## src/rtl/rand_step_display.sv

```systemverilog
// Debounced step button for the LFSR: one step pulse per press, then capture of the new byte shown on two hex digits.
// Optional RAND_STUCK_DETECT_EN adds a sticky 'stuck' flag for zero or repeated captures.
module rand_step_display #(
    parameter int DEBOUNCE_CYCLES = 20,
    parameter bit SEG_ACTIVE_LOW  = 1'b1
) (
    input  logic       clk,
    input  logic       rst_n,
    input  logic       btn_in,
    input  logic [7:0] random_in,
    output logic       step_en,
    output logic [7:0] held,
    output logic       valid,
    output logic [7:0] sample_cnt,
    output logic [6:0] seg0,
    output logic [6:0] seg1
`ifdef RAND_STUCK_DETECT_EN
    ,
    output logic       stuck
`endif
);

    localparam logic [15:0] DB_LAST = 16'(DEBOUNCE_CYCLES - 1);

    typedef enum logic [1:0] {IDLE, STEP, CAPTURE, WAIT_REL} state_t;

    logic        r_s1, r_s, r_db;
    logic [15:0] r_db_cnt;
    state_t      r_state, w_next;
    logic [7:0]  r_held, r_cnt;
    logic        r_valid;
    logic [6:0]  w_seg0_ah, w_seg1_ah;

    function automatic logic [6:0] hex7(input logic [3:0] n);
        case (n)
            4'h0: hex7 = 7'h3F;  4'h1: hex7 = 7'h06;
            4'h2: hex7 = 7'h5B;  4'h3: hex7 = 7'h4F;
            4'h4: hex7 = 7'h66;  4'h5: hex7 = 7'h6D;
            4'h6: hex7 = 7'h7D;  4'h7: hex7 = 7'h07;
            4'h8: hex7 = 7'h7F;  4'h9: hex7 = 7'h6F;
            4'hA: hex7 = 7'h77;  4'hB: hex7 = 7'h7C;
            4'hC: hex7 = 7'h39;  4'hD: hex7 = 7'h5E;
            4'hE: hex7 = 7'h79;  default: hex7 = 7'h71;
        endcase
    endfunction

    always_ff @(posedge clk or negedge rst_n) begin
        if (!rst_n) begin
            r_s1 <= 1'b0;
            r_s  <= 1'b0;
        end else begin
            r_s1 <= btn_in;
            r_s  <= r_s1;
        end
    end

    // db only flips after DEBOUNCE_CYCLES consecutive disagreeing samples
    always_ff @(posedge clk or negedge rst_n) begin
        if (!rst_n) begin
            r_db     <= 1'b0;
            r_db_cnt <= '0;
        end else if (r_s == r_db) begin
            r_db_cnt <= '0;
        end else if (r_db_cnt == DB_LAST) begin
            r_db     <= ~r_db;
            r_db_cnt <= '0;
        end else begin
            r_db_cnt <= r_db_cnt + 16'd1;
        end
    end

    always_ff @(posedge clk or negedge rst_n) begin
        if (!rst_n) r_state <= IDLE;
        else        r_state <= w_next;
    end

    always_comb begin
        w_next  = r_state;
        step_en = 1'b0;
        case (r_state)
            IDLE:     if (r_db) w_next = STEP;
            STEP:     begin
                step_en = 1'b1;
                w_next  = CAPTURE;
            end
            CAPTURE:  w_next = WAIT_REL;
            WAIT_REL: if (!r_db) w_next = IDLE;
            default:  w_next = IDLE;
        endcase
    end

    // LFSR advanced at the end of STEP, so its new byte is stable during CAPTURE
    always_ff @(posedge clk or negedge rst_n) begin
        if (!rst_n) begin
            r_held  <= '0;
            r_cnt   <= '0;
            r_valid <= 1'b0;
        end else if (r_state == CAPTURE) begin
            r_held  <= random_in;
            r_cnt   <= r_cnt + 8'd1;
            r_valid <= 1'b1;
        end
    end

`ifdef RAND_STUCK_DETECT_EN
    logic r_stuck;
    always_ff @(posedge clk or negedge rst_n) begin
        if (!rst_n)
            r_stuck <= 1'b0;
        else if (r_state == CAPTURE &&
                 (random_in == 8'h00 || (r_valid && random_in == r_held)))
            r_stuck <= 1'b1;
    end
    assign stuck = r_stuck;
`endif

    assign w_seg0_ah  = r_valid ? hex7(r_held[3:0]) : 7'h00;
    assign w_seg1_ah  = r_valid ? hex7(r_held[7:4]) : 7'h00;
    assign seg0       = SEG_ACTIVE_LOW ? ~w_seg0_ah : w_seg0_ah;
    assign seg1       = SEG_ACTIVE_LOW ? ~w_seg1_ah : w_seg1_ah;
    assign held       = r_held;
    assign valid      = r_valid;
    assign sample_cnt = r_cnt;

endmodule

```

## config.mk

```make
export PLATFORM = sky130hd
export DESIGN_NAME = rand_step_display
export DESIGN_NICKNAME = d
export VERILOG_FILES = /design/src/rtl/rand_step_display.sv
export SDC_FILE = /design/constraint.sdc
export NUM_CORES = 1
export LEC_CHECK = 0
export CAP_MARGIN = 0
export CORE_ASPECT_RATIO = 0.7
export CORE_MARGIN = 1
export CORE_UTILIZATION = 63
export DETAILED_ROUTE_END_ITERATION = 16
export DONT_BUFFER_PORTS = 1
export HOLD_SLACK_MARGIN = 0.03
export MAX_ROUTING_LAYER = met4
export PLACE_DENSITY = 0.83
export SYNTH_ARGS = -nofsm -noshare
export SYNTH_HDL_FRONTEND = slang
export SYNTH_SLANG_ARGS = --single-unit
```

## constraint.sdc

```tcl
create_clock -name clk -period 1.8 [get_ports clk]
set_input_delay 0.45 -clock clk [delete_from_list [all_inputs] [get_ports clk]]
set_output_delay 0.45 -clock clk [all_outputs]
set_load 0.01 [all_outputs]
```

### Word-level counts from Yosys, hierarchy flattened

Memories as Yosys holds them, arrays and structs flattened.
Cells that the tools add are included.

| word-level totals | value |
|---|---|
| memories kept | 2 |
| output and inout port bits | 32 |
| word-level logic and storage cells | 34 |
| memory bits (read-only) | 224 |
| bits in registers | 38 |
| input bits | 11 |

| cells by class | value |
|---|---|
| add/subtract/negate cells | 2 |
| eq/ne operators | 7 |
| multiplexer cells | 8 |
| bitwise operators | 4 |
| reduce and logical (&&, ||, !) cells | 3 |

Memory list:

| memory | depth | bits a word | rd ports | clocked after Yosys merged registers in | wr ports | line | RTL |
|---|---|---|---|---|---|---|---|
| (name not given) | 16 | 7 | 1 | 0 | 0 | 35 | `case (n)` |
| (name not given) | 16 | 7 | 1 | 0 | 0 | 35 |  |

Operators with widths:

| operator | count |
|---|---|
| $mux 16 | 2 |
| $add 16x1->16 const B | 1 |
| $eq 16x5->1 const B | 1 |
| $mux 7 | 2 |
| $not 7->7 | 2 |
| $add 8x1->8 const B | 1 |
| $pmux 2 s4 | 1 |
| $eq 2x2->1 const B | 2 |
| $mux 2 | 2 |
| $ne 2x2->1 const B | 2 |
| $reduce_and 2->1 | 2 |
| $eq 2x1->1 const B | 1 |
| $logic_not 2->1 | 1 |
| $not 1->1 | 2 |
| $eq 1x1->1 | 1 |
| $mux 1 | 1 |

### Logic depth before layout (Yosys ltp)

| depth | value |
|---|---|
| word-level depth | 3 |
| gate-level depth with buffers | 6 |

### Worst setup path before layout

Ideal clock, no wire load.

| timing path | value |
|---|---|
| path kind | flip-flop to output port |
| start point | register r_held[0], in the netlist held[0] |
| end point | output port seg0[4] |
| buffers on the path | 0 |
| arrival | 1.383 ns |
| stages on the path, launching flop included | 5 |
| setup slack | -0.033 ns |
| data required time | 1.350 ns |
| path through | dfrtp_1 -> inv_1 -> ha_1 -> nor2b_1 -> o311ai_0 |

| on the way | value |
|---|---|
| longest elaborated chain between the ends | 3 |

Ends and longest elaborated chain:

| item | line | RTL |
|---|---|---|
| start: declaration | 30 | `logic [7:0] r_held, r_cnt;` |
| start signal: assignment | 99 | `r_held <= random_in;` |
| $mem_v2 16x7 | - |  |
| $mux 7 | 117 | `assign w_seg0_ah = r_valid ? hex7(r_held[3:0]) : 7'h00;` |
| $not 7->7 | 119 | `assign seg0 = SEG_ACTIVE_LOW ? ~w_seg0_ah : w_seg0_ah;` |
| end: declaration | 15 | `output logic [6:0] seg0,` |

Every way passes these cells.

### Worst setup path after layout

| timing path | value |
|---|---|
| start point | register r_held[4], in the netlist held[4] |
| end point | output port seg1[5] |

| on the way | value |
|---|---|
| longest elaborated chain between the ends | 3 |

Ends and longest elaborated chain:

| item | line | RTL |
|---|---|---|
| $mem_v2 16x7 | - |  |
| $mux 7 | 118 | `assign w_seg1_ah = r_valid ? hex7(r_held[7:4]) : 7'h00;` |
| $not 7->7 | 120 | `assign seg1 = SEG_ACTIVE_LOW ? ~w_seg1_ah : w_seg1_ah;` |
| end: declaration | 16 | `output logic [6:0] seg1` |

Every way passes these cells.

==> results.md <==
* Max Buffers Root-to-Sink at 2
* Fmax achieved at around 470 MHz
* Worst-Margin Slew at 0.4077 ns
* Post-Synth Simple-Gate Area at 0.2178
* Post-DRT Antenna Nets at 0
* Sequential share of the synthesized area at 0.4299
* Post-DP HPWL at 3.126 mm
* Max-slew violations at 0
* CTS Buf Count at 5
* RSZ-0062 raised after global routing: true
* Comb power frac at 0.580
* Antenna diodes at 0
* Clock Power Share at 0.130
* First-pass GRT wire length at 8.252 mm
* Switch Pwr at about 2000 uW
* Post-synthesis compound-gate area fraction at 0.09502
* Status: finished with violations
* H-tree depth at 2
* Initial core utilization at 0.6797
* Multiplexer share of the synthesized area at 0.03394
* Routed wire per std cell at 19.70 um
* Final Critical Period at roughly 2.1 ns
* Tot GR Track Use at 0.3172
* Post-Syn Nets at between 200 and 300
* Die ar. at 0.003756 mm^2
* MaxCap Viol Count at 0
* Clk sinks at 38
* Hold WS at ~0.18 ns
* Root buf cell: clkbuf_8
* Syn Area/Cell at 9.920 um^2
* Pwr/cell area at 1667 mW/mm^2
* XOR/XNOR Fraction of Synth Area at 0.08314
* Vias at 1,848
* HP Class: in -> reg
* Proportion of layout cells with a drive suffix above 1 at 0.3346
* Pre-CTS WS at -0.03521 ns
* Largest net degree at the start of global routing at 39
* Synth Flop Type: dfrtp_1
* Yosys reg bits at 38
* Boundary pin count at between 40 and 50
* Cells after Synth at 223
* Top cell type's share of synthesized area at 0.4299
* Distinct cell type count after synthesis at 33
* DR pass1 iterations at 5
* Clk_skew at around 0.0033 ns
* Yosys warns at 0
* Crit Path Max Fanout at 4
* Async set-reset flop share out of synthesis at 1.000
* Number of core rows at 17
* Setup ws final at -0.3173 ns
* DRT iter0 DRCs at approximately 130
* Sw Ratio at 0.4310
* Largest family of logic cells by synthesized area: simple AND/OR/NAND/NOR gates
* Pint at 2668 uW
* Crit path DAT at ~1.7 ns
* Leakage at 0.001199 uW
* Placer Congestion at 0.9091
* Non-Filler Instances at 301
* Kind of critical path: reg -> out
* Total gr overflow at 0
* CP endpoint kind: output port
* Core Region at roughly 0.0033 mm^2
* TritonCTS clock tree: done
* Area Overhead vs Synth at 27.15%
* Vias in the first global route at about 1,600
* Initial antenna violation count at 0
* Sequential share of power at 0.290
* Mapped Area at 0.002212 mm^2
* Synth Area in Adders at 0.1075
* DRC Markers at 0
* Total wire length at 5.930 mm
* Failing checks: setup timing
* Die height at around 52 um
* Post-Place Cells at 281
* Hold Vio Cnt, Final at 0
* Worst path required time at between 1 and 1.5 ns
* Register area at 957.2 um^2
* Top post-synthesis cells by area: dfrtp_1 (43%), ha_1 (11%), xnor2_1 (5.9%)
* Final-report setup violation count at 13
* Port bufs at 0
* Cell taking the most area after synthesis: dfrtp_1
* Vias per inst at around 6.1
* Fill cell count at about 150
* Nets at 283
* Clock latency on the worst-skew pair at around 0.29 ns
* CP startpoint kind: flop
* Max IR drop VDD at 0.001609 V
* Die X at roughly 73 um
* EDFF count, synth at 0
* CTS clk-pin slew, worst paths at approximately 0.070 ns
* Max transition margin at 0.7282
* Area taken by multi-input logic gates at approximately 0.0014 mm^2
* Crit share post-route at 1.176
==> cells by family after synthesis <==
kind of cell,after synthesis
and+or+nand+nor,89
DFF,38
AOI/OAI and AO/OA,31
xor gates and xnor gates,21
adders and majority gates,19
buffers and inverters,18
muxes,7
==> synth_stat cells, drive strengths merged, types with 4 or more instances <==
cell,count
nand4,8
a21boi,4
dfrtp,38
nand2,17
nand2b,4
o21ai,12
o211ai,6
nor4,4
mux2,4
xor2,6
o311ai,8
clkbuf,4
ha,19
nor2,24
xnor2,15
nand3,12
inv,11
nor2b,6
nor3,6
==> critical path, stage by stage, from the launching register on <==
cell and delay [ns]:
dfrtp_2 0.45, buf_4 0.16, ha_4 0.17, nor2_1 0.07, o311ai_1 0.34, buf_4 0.19
==> cell type report <==
cell class              count  area share
flip-flops and latches     38      0.3403
well taps                  47     0.02091
repair buffers             30     0.09075
clock inverters             1    0.001779
inverters                  11     0.01646
multi-input cells         167      0.4991
clock buffers               7     0.03069
==> through the flow <==
step	area (um^2)	total power, uW	util	TNS, ns
finish	2813	4690	0.8643	-2.578
global route	2813	4927	0.8643	-3.316
CTS	2675	4188	0.8220	-1.990
detailed placement	2375	3113	0.7297	-0.05976
global placement	2375	3012	0.7297	0
floorplan	2212	2430	-	-0.1818
==> layer usage <==
layer / vias to the layer above / global-route usage / wire (um)
met4: 0 / 0.1307 / 126
met2: 84 / 0.5389 / 3072
met5: - / - / 0
met3: 11 / 0.06008 / 344
li1: 836 / - / -
met1: 917 / 0.3776 / 2387
==> power groups by stage <==
stage          Clock (uW)  Combinational, uW  Sequential, uW
2_1_floorplan           0               1140            1290
3_3_place_gp            0               1740            1270
3_5_place_dp            0               1820            1290
4_1_cts               598               2280            1310
5_1_grt               645               2900            1390
6_report              610               2720            1360
==> placed cells by master, fill, tap and decap left out, types with 2 or more instances in the layout <==
master,n
dfrtp_1,33
buf_4,24
nor2_1,22
nand2_1,16
xnor2_1,15
nand3_1,12
o21ai_0,10
ha_1,8
inv_1,7
ha_4,7
o211ai_1,6
xor2_1,6
nor3_1,6
clkbuf_8,6
nand4_1,5
dfrtp_2,5
nor2b_4,4
o311ai_1,4
mux2_2,4
ha_2,4
buf_6,4
nand2b_4,3
o311ai_2,3
nand4_2,3
nor4_2,3
mux2i_1,3
nor2b_1,2
nand3b_1,2
inv_4,2
inv_2,2
nor2_2,2
and3_1,2
a21boi_0,2
o21ai_2,2
==> path summary, 6_finish.rpt <==
kind | start | end | slack (ns) | cells after the start
max | held[4]$_DFFE_PN0P_ | seg1[5] | -0.32 | 5
min | btn_in | r_s1$_DFF_PN0_ | 0.18 | 0
max reg2reg | r_db_cnt[0]$_DFF_PN0_ | r_db_cnt[10]$_DFF_PN0_ | 0.14 | 5
min reg2reg | r_s1$_DFF_PN0_ | r_s$_DFF_PN0_ | 0.36 | 0
max in group asynchronous | rst_n | held[0]$_DFFE_PN0P_ | 0.98 | 2
min in group asynchronous | rst_n | sample_cnt[2]$_DFFE_PN0P_ | 0.61 | 2
==> sequential cells by signal, indices dropped and copies added (netlist names) <==
name / cells
r_db_cnt: 16
held: 8
sample_cnt: 8
r_state: 2
r_db: 1
r_s: 1
r_s1: 1
valid: 1
==> what timing repair did <==
item                       in CTS  in global routing
gates resized for setup        45                 21
buffers inserted                6                  4
setup endpoints to repair      14                 30
hold buffers                    2                  0
pin swaps                       6                 10
hold endpoints to repair       38                  0
No activity file was read; power rests on OpenSTA's default activity.
